### config.mk
export PLATFORM = sky130hd
export DESIGN_NAME = tlul_arbiter_wrr
export DESIGN_NICKNAME = d
export VERILOG_FILES = /design/src/rtl/tlul_arbiter_wrr_pkg.sv /design/src/rtl/tlul_outstanding_cnt.sv /design/src/rtl/tlul_arbiter_wrr.sv
export SDC_FILE = /design/constraint.sdc
export NUM_CORES = 1
export LEC_CHECK = 0
export ABC_AREA = 0
export CAP_MARGIN = 20
export CORE_ASPECT_RATIO = 1.75
export CORE_MARGIN = 2
export CORE_UTILIZATION = 41
export DETAILED_ROUTE_END_ITERATION = 8
export MAX_ROUTING_LAYER = met4
export PLACE_DENSITY = 0.95
export SYNTH_ARGS = -nofsm -noshare
export SYNTH_HDL_FRONTEND = slang
export SYNTH_HIERARCHICAL = 1
export SYNTH_SLANG_ARGS = --single-unit
### constraint.sdc
create_clock -name clk_i -period 8.9 [get_ports clk_i]
set_input_delay 1.78 -clock clk_i [delete_from_list [all_inputs] [get_ports clk_i]]
set_output_delay 1.78 -clock clk_i [all_outputs]
set_load 0.05 [all_outputs]
### src/rtl/tlul_arbiter_wrr_pkg.sv
// Shared constants and helpers for the weighted round-robin TL-UL A-channel arbiter.
// The socket reads ArbiterImpl to decide which arbiter flavour to instantiate.
package tlul_arbiter_wrr_pkg;

    localparam int ArbWeightW = 4;

    typedef enum logic [1:0] {
        ArbPpc  = 2'd0,
        ArbTree = 2'd1,
        ArbWrr  = 2'd2
    } arbiter_impl_e;

    localparam arbiter_impl_e ArbiterImpl = ArbWrr;

    // A programmed weight of zero would starve its host, so it is promoted to one.
    function automatic logic [ArbWeightW-1:0] eff_weight(input logic [ArbWeightW-1:0] w);
        return (w == '0) ? ArbWeightW'(1) : w;
    endfunction

endpackage

### src/rtl/tlul_outstanding_cnt.sv
// Per-host in-flight transaction counter: increments on A accept, decrements on D accept.
// A decrement at zero (without a matching increment) leaves the count at zero and flags underflow.
module tlul_outstanding_cnt
    import tlul_arbiter_wrr_pkg::*;
#(
    parameter int MaxOutstanding = 4,
    localparam int CntW = $clog2(MaxOutstanding + 1)
) (
    input  logic            clk_i,
    input  logic            rst_i,
    input  logic            inc_i,
    input  logic            dec_i,
    output logic [CntW-1:0] cnt_o,
    output logic            at_max_o,
    output logic            underflow_o
);

    logic [CntW-1:0] cnt_q, cnt_d;

    always_comb begin
        cnt_d       = cnt_q;
        underflow_o = dec_i & ~inc_i & (cnt_q == '0);
        if (inc_i && !dec_i) begin
            cnt_d = cnt_q + CntW'(1);
        end else if (dec_i && !inc_i && (cnt_q != '0)) begin
            cnt_d = cnt_q - CntW'(1);
        end
    end

    always_ff @(posedge clk_i) begin
        if (rst_i) begin
            cnt_q <= '0;
        end else begin
            cnt_q <= cnt_d;
        end
    end

    assign cnt_o    = cnt_q;
    assign at_max_o = (cnt_q >= CntW'(MaxOutstanding));

endmodule

### src/rtl/tlul_arbiter_wrr.sv
// Weighted round-robin A-channel arbiter with per-host outstanding limits.
// A presented request is locked until accepted so idx_o/data_o never change under back-pressure.
module tlul_arbiter_wrr
    import tlul_arbiter_wrr_pkg::*;
#(
    parameter int N = 4,
    parameter int DW = 32,
    parameter int MaxOutstanding = 4,
    parameter logic [N*ArbWeightW-1:0] Weights = {N{4'h1}},
    localparam int IdxW = $clog2(N)
) (
    input  logic            clk_i,
    input  logic            rst_i,
    input  logic [N-1:0]    req_i,
    input  logic [N*DW-1:0] data_i,
    output logic [N-1:0]    gnt_o,
    output logic [IdxW-1:0] idx_o,
    output logic            valid_o,
    output logic [DW-1:0]   data_o,
    input  logic            ready_i,
    input  logic            rsp_valid_i,
    input  logic            rsp_ready_i,
    input  logic [IdxW-1:0] rsp_id_i,
    output logic            idle_o,
    output logic            err_o
);

    localparam int CntW = $clog2(MaxOutstanding + 1);

    logic [IdxW-1:0]       ptr_q, ptr_d;
    logic [IdxW-1:0]       lock_idx_q, lock_idx_d;
    logic [ArbWeightW-1:0] cred_q, cred_d;
    logic                  lock_q, lock_d;
    logic                  err_q, err_d;

    logic [N-1:0]    eligible, at_max, underflow, busy;
    logic [IdxW-1:0] sel;
    logic            found;
    int              scan;
    logic            accept, rsp_fire, bad_id;

    assign accept   = valid_o & ready_i;
    assign rsp_fire = rsp_valid_i & rsp_ready_i;
    assign bad_id   = rsp_fire & (int'(rsp_id_i) >= N);

    for (genvar i = 0; i < N; i++) begin : g_host
        logic [CntW-1:0] cnt;

        assign gnt_o[i] = accept & (sel == IdxW'(i));

        tlul_outstanding_cnt #(
            .MaxOutstanding(MaxOutstanding)
        ) u_cnt (
            .clk_i      (clk_i),
            .rst_i      (rst_i),
            .inc_i      (gnt_o[i]),
            .dec_i      (rsp_fire & (rsp_id_i == IdxW'(i))),
            .cnt_o      (cnt),
            .at_max_o   (at_max[i]),
            .underflow_o(underflow[i])
        );

        assign busy[i]     = |cnt;
        assign eligible[i] = req_i[i] & ~at_max[i];
    end

    // Priority: held request, then continuing burst, then rotating scan starting after ptr.
    always_comb begin
        sel   = ptr_q;
        found = 1'b0;
        scan  = 0;
        if (lock_q) begin
            sel = lock_idx_q;
        end else if ((cred_q != '0) && eligible[ptr_q]) begin
            sel = ptr_q;
        end else begin
            for (int k = 1; k <= N; k++) begin
                scan = (int'(ptr_q) + k) % N;
                if (!found && eligible[scan]) begin
                    sel   = IdxW'(scan);
                    found = 1'b1;
                end
            end
        end
    end

    assign valid_o = lock_q | (|eligible);
    assign idx_o   = sel;
    assign data_o  = data_i[sel*DW +: DW];
    assign idle_o  = ~|busy;
    assign err_o   = err_q;

    always_comb begin
        ptr_d      = ptr_q;
        cred_d     = cred_q;
        lock_d     = lock_q;
        lock_idx_d = lock_idx_q;
        err_d      = (|underflow) | bad_id;
        if (accept) begin
            lock_d = 1'b0;
            if ((sel == ptr_q) && (cred_q != '0)) begin
                cred_d = cred_q - ArbWeightW'(1);
            end else begin
                ptr_d  = sel;
                cred_d = eff_weight(Weights[sel*ArbWeightW +: ArbWeightW]) - ArbWeightW'(1);
            end
        end else if (valid_o) begin
            lock_d     = 1'b1;
            lock_idx_d = sel;
        end
    end

    always_ff @(posedge clk_i) begin
        if (rst_i) begin
            ptr_q      <= '0;
            cred_q     <= '0;
            lock_q     <= 1'b0;
            lock_idx_q <= '0;
            err_q      <= 1'b0;
        end else begin
            ptr_q      <= ptr_d;
            cred_q     <= cred_d;
            lock_q     <= lock_d;
            lock_idx_q <= lock_idx_d;
            err_q      <= err_d;
        end
    end

endmodule
After elaboration in Yosys (flattened, before gate mapping)
Index checks and enable logic that the tools add are counted.

word-level totals
  register bits = 22
  latch bits = 0
  memory bits (writable) = 0
  bits in read-only memories = 0
  input bits = 139
  word-level logic and storage cells = 172
  memories = 0

operators by class
  add/subtract/negate cells = 14
  multiply operators = 0
  div/mod/pow operators = 0
  magnitude comparators = 9
  equality and inequality tests = 7
  shift operators = 2
  multiplexer cells = 39
  bitwise logic cells = 37
  reduce and logical (&&, ||, !) cells = 55

operators by type and width
  cell                     number
  $shiftx 128x8->32        1
  $mux 3                   8
  $and 1x1->1              22
  $mux 1                   18
  $logic_and 1x1->1        17
  $lt 3x4->1 const B       4
  $shiftx 16x5->4 const A  1
  $add 3x1->3 const B      4
  $ge 3x3->1 const B       4
  $logic_not 1->1          12
  $logic_not 3->1          4
  $mux 2                   6
  $reduce_bool 3->1        4
  $reduce_or 12->1         1
  $sub 3x1->3 const B      4
  $bmux 1 s2               5
  $not 1->1                10
  $reduce_or 2->1          5
  $eq 2x2->1 const B       4
  $mux 4                   2
  $reduce_bool 2->1        4
  $reduce_or 4->1          2
  $sub 4x1->4 const B      2
  $add 2x1->2 const B      2
  other kinds (10)         17

Logic depth before layout (Yosys ltp)
Gate-level depths: netlist of run 1.

  depth after elaboration = 31
  mapped depth = 15

Modules after synthesis
The synthesis of run 1 kept the hierarchy.

by module, submodules not included
  module                instances  cells each  area an instance (sq um)  sequential area each (sq um)
  tlul_arbiter_wrr      1          309         1980.6                    200.2
  tlul_outstanding_cnt  4          25          225.2                     60.1

Worst setup path before layout of run 1
No wires, ideal clock.

  kind = in2out
  start point = input req_i[1]
  end point = output gnt_o[0]
  arrival time = 4.665 ns
  data required time = 7.120 ns
  setup slack = 2.455 ns
  stages on the path = 8
  buffers on the path = 1
  cell sequence = nor2b_1 -> mux4_2 -> o31a_1 -> mux2_4 -> buf_6 -> nand2_1 -> inv_2 -> nor3_1

between the ends
  longest elaborated chain between the ends = 24

ends and longest elaborated chain
  what                                       line                    text
  start, declared                            tlul_arbiter_wrr.sv:14  input logic [N-1:0] req_i,
  $and 1x1->1 (*)                            tlul_arbiter_wrr.sv:64  assign eligible[i] = req_i[i] & ~at_max[i];
  $bmux 1 s2                                 tlul_arbiter_wrr.sv:79  if (!found && eligible[scan]) begin
  $mux 1 (implied by the code) (2 in a row)  tlul_arbiter_wrr.sv:79
  $mux 1                                     tlul_arbiter_wrr.sv:79
  $mux 1                                     tlul_arbiter_wrr.sv:74  end else if ((cred_q != '0) && eligible[ptr_q]) begin
  $mux 1                                     tlul_arbiter_wrr.sv:72  if (lock_q) begin
  $logic_not 1->1                            tlul_arbiter_wrr.sv:79
  $logic_and 1x1->1                          tlul_arbiter_wrr.sv:79
  (+8 left out)                              --
  $logic_not 1->1                            tlul_arbiter_wrr.sv:79
  $logic_and 1x1->1                          tlul_arbiter_wrr.sv:79
  $mux 2                                     tlul_arbiter_wrr.sv:79
  $mux 2 (*)                                 tlul_arbiter_wrr.sv:74
  $mux 2 (*)                                 tlul_arbiter_wrr.sv:72
  named net idx_o[0]                         tlul_arbiter_wrr.sv:17  output logic [IdxW-1:0] idx_o,
  $logic_not 2->1 (*)                        tlul_arbiter_wrr.sv:49  assign gnt_o[i] = accept & (sel == IdxW'(i));
  $and 1x1->1 (*)                            tlul_arbiter_wrr.sv:49
  end, declared                              tlul_arbiter_wrr.sv:16  output logic [N-1:0] gnt_o,

The timed path passes the listed nets; every way through them passes the cells marked *. The select of a mux whose other input is x is not followed.

Final worst setup path of run 1
  start point = input req_i[1]
  end point = output gnt_o[3]

between the ends
  longest elaborated chain between the ends = 24

ends and longest elaborated chain
  what                                       line
  $and 1x1->1 (*)                            tlul_arbiter_wrr.sv:64
  $bmux 1 s2                                 tlul_arbiter_wrr.sv:79
  $mux 1 (implied by the code) (2 in a row)  tlul_arbiter_wrr.sv:79
  $mux 1                                     tlul_arbiter_wrr.sv:79
  $mux 1                                     tlul_arbiter_wrr.sv:74
  $mux 1                                     tlul_arbiter_wrr.sv:72
  $logic_not 1->1                            tlul_arbiter_wrr.sv:79
  $logic_and 1x1->1                          tlul_arbiter_wrr.sv:79
  (+7 left out)                              --
  $mux 1                                     tlul_arbiter_wrr.sv:72
  $logic_not 1->1                            tlul_arbiter_wrr.sv:79
  $logic_and 1x1->1                          tlul_arbiter_wrr.sv:79
  $mux 2                                     tlul_arbiter_wrr.sv:79
  $mux 2                                     tlul_arbiter_wrr.sv:74
  $mux 2                                     tlul_arbiter_wrr.sv:72
  $eq 2x2->1                                 tlul_arbiter_wrr.sv:49
  $and 1x1->1 (*)                            tlul_arbiter_wrr.sv:49

Mark *: on every way between the ends. The rest lies on a longest branch, timed or not. The select of a mux whose other input is x is not followed.

==> results of run 1 <==
==> per-stage QoR <==
| stage | hold WS, ns | power (uW) | std cells | area, sq um |
|---|---|---|---|---|
| finish | 0.4832 | 1103 | 641 | 4763 |
| global route | 0.5128 | 1159 | 641 | 4763 |
| CTS | 0.4912 | 1088 | 640 | 4736 |
| detailed placement | 0.4831 | 956.6 | 636 | 4631 |
| global placement | 0.4610 | 942.6 | 636 | 4631 |
| floorplan | 0.4447 | 685.8 | 409 | 2882 |
==> cell usage in the layout (no fill, tap or decap), types with 2 or more instances in the layout <==
master and n:
inv_2 2, a21bo_2 4, buf_4 5, a21oi_1 7
a31oi_1 66, nor3b_1 2, nor3_1 9, o21bai_1 4
o221ai_1 2, xor2_1 2, o21ai_0 80, nand2b_4 4
mux2i_1 2, fa_1 4, nor4_1 10, nor2b_1 7
clkbuf_16 3, a21oi_2 4, nand3b_1 7, inv_1 11
o32a_1 4, nand2b_1 14, mux4_2 2, o211ai_1 4
a211oi_1 5, a32o_1 4, nand2_1 19, nand3_1 3
dfxtp_1 22, a22oi_1 33, clkdlybuf4s50_1 179, nor2_1 13
o211a_1 4
==> path summary, 6_finish.rpt <==
check,startpoint,depth (start not counted),slack (ns),to
worst min-delay path,cred_q[3],1,0.48,cred_q[3]
worst max register to register,g_host[1].u_cnt/cnt_o[2],11,4.48,g_host[3].u_cnt/cnt_o[2]
worst min register to register,cred_q[3],1,0.48,cred_q[3]
worst max-delay path,req_i[1],9,1.18,gnt_o[3]
==> layer usage <==
metal,GRT usage,up-vias
li1,-,1902
met1,0.3357,1895
met2,0.5360,276
met3,0.1350,58
met4,0.1619,0
met5,-,-
==> state kept, by name, indices dropped and copies added, names as in the netlist <==
signal              cells
err_o                   1
lock_q                  1
ptr_q                   2
lock_idx_q              2
cred_q                  4
g_host.u_cnt/cnt_o     12
==> cell families (layout without fill, tap and decap cells) <==
kind of cell / after synthesis / count (layout)
and+or+nand+nor: 94 / 94
DFF: 22 / 22
AOI/OAI and AO/OA: 226 / 226
buffers and inverters: 54 / 202
muxes: 6 / 6
adders and majority gates: 5 / 5
xor gates and xnor gates: 2 / 2
==> where the power goes <==
| group | internal [uW] | leakage, uW | switching (uW) |
|---|---|---|---|
| Combinational | 304 | 0.00147 | 538 |
| Sequential | 110 | 0.000180 | 24.2 |
| Clock | 89.3 | 0.0000511 | 37.0 |
==> area by class of cell <==
type	instances	area, sq um
well taps	84	105.1
flip-flops and latches	22	440.4
clock inverters	1	30.03
fillers	556	2093
repair buffers	185	1857
multi-input cells	333	2207
clock buffers	3	75.07
inverters	13	48.80
==> flow_summary.toml, run 1 <==
[outcome]
status = "complete, no violations"

[timing]
setup_viol = 0
report.final.slew_viol_count = 0
post-route-min-period_ns = 7.724
relSlewSlack = 0.3170
rsz0062_at_grt = "no"
setup_tns_ns = 0
final.setup.worst_slack_ns = 1.176
max_freq_ghz = 0.1295
finalCritPeriodShare = 0.8679
skew_ns = 0.004669
tightest_slew_ns = 1.021
hold_viol_final = 0

[routing]
drtPass1Iterations = 8
wl_met3_mm = 1.896
num_vias = 4131
remaining_drc_errors = 0
ant_nets = 0
wl_mm = 12.86
drtIter0Drc = 432
top_layer = "met4"
drt-wirelength-per-cell_um = 20.06
wl_met1_mm = 4.297
wl_met2_mm = 6.063
avgViaCountPerCell = 6.445

[synthesis]
synth_top_family_by_area = "compound AO/OA/AOI/OAI gates"
synthArstFlopShare = 0
ys_seq_area_frac = 0.1528
synth_edf_count = 0
netlist_area_sq_um = 2882
synth-compound-area-share = 0.5020
synthSimpleGateAreaFrac = 0.1863
synth.largest_area_cell = "dfxtp_1"
synthAdderAreaFrac = 0.03213
yosys-top-cells-area = "dfxtp_1, a31oi_1, o21ai_0, a22oi_1, clkbuf_1"
yosys.area.top_type_share = 0.1528
synth_common_cells = "o21ai_0, a31oi_1, a22oi_1"
synth-main-ff-cell = "dfxtp_1"
synth_cell_types = 47
syn_inst = 409
synth_xor_area_frac = 0.006079
synthesis.nets = 553
yosysMostFrequentCell = "o21ai_0"
ys_seq_elements = 22
synth.area.mux_share = 0.03561
avgSynthCellArea_sq_um = 7.045
yosysWarnings = 6

[clock_tree]
cts.sinks = 22
clock_path_buffers = 2
postCtsSetupBuffers = 0
cts_buffers = 3
cts_htree_levels = 1
cts.clk_slew.worst_paths_ns = 0.06
cts_root_buf = "clkbuf_16"
cts_hold_buf = 0
cts_tree = "done"
clk_latency_ns = 0.26
cts.repair.resized = 0

[layout]
diodes = 0
postLayoutCoreUtil = 0.6947
fin_nets = 702
drive_gt1_frac = 0.05386
areaGrowthSynthToFinish_pct = 65.31

[pwr]
ir_worst_vdd_v = 0.0001809
cellLeakagePower_uw = 0.001703
power_density_nw_per_um2 = 231.6

[floorplan]
core_area_sq_um = 6857
fp-row-count = 40
fp.dieH_um = 114.9
num_io_pins = 180
start_util = 0.4203
die_width_um = 67.37
design.die.area_sq_um = 7741

[global_routing]
track_usage = 0.3297
grt_remaining_overflow = 0
grt_max_degree = 68
grt_pass1_wl_mm = 19.42
grt_pass1_vias = 4038
antenna_found_initial = 0

[placement]
hpwl_mm = 9.591
port_buffers = 179
dpl_worst_slack_ns = 1.307
gp_congestion = 0.9502

[worst_setup_path]
start_kind = "input port"
crit_path_max_fanout = 67
slowest_stage = "clkdlybuf4s50_1"
critPathKind = "in2out"
cp.required_ns = 7.12
worstPathArrival_ns = 5.94
worstPathCellList = "clkdlybuf4s50_1, nor2b_1, nand2_1, mux4_2, nand4b_1, mux2_4, nand2_1, nor3_1, clkdlybuf4s50_1"
crit_family = "simple AND/OR/NAND/NOR gates"
path_buf_inv = 2
end_kind = "output pin"
critPathMaxStageDelay_ns = 0.95

[flow_run]
cap_violations = 0

[hold_path]
hp-class = "reg2reg"
Power figures use the tool's default switching activity.
==> run 2: changes to the inputs <==
Settings changed: SETUP_SLACK_MARGIN set to 0.2.
==> results of run 2 <==
Same layout as run 1: the final DEF is identical, and so are final timing and power.
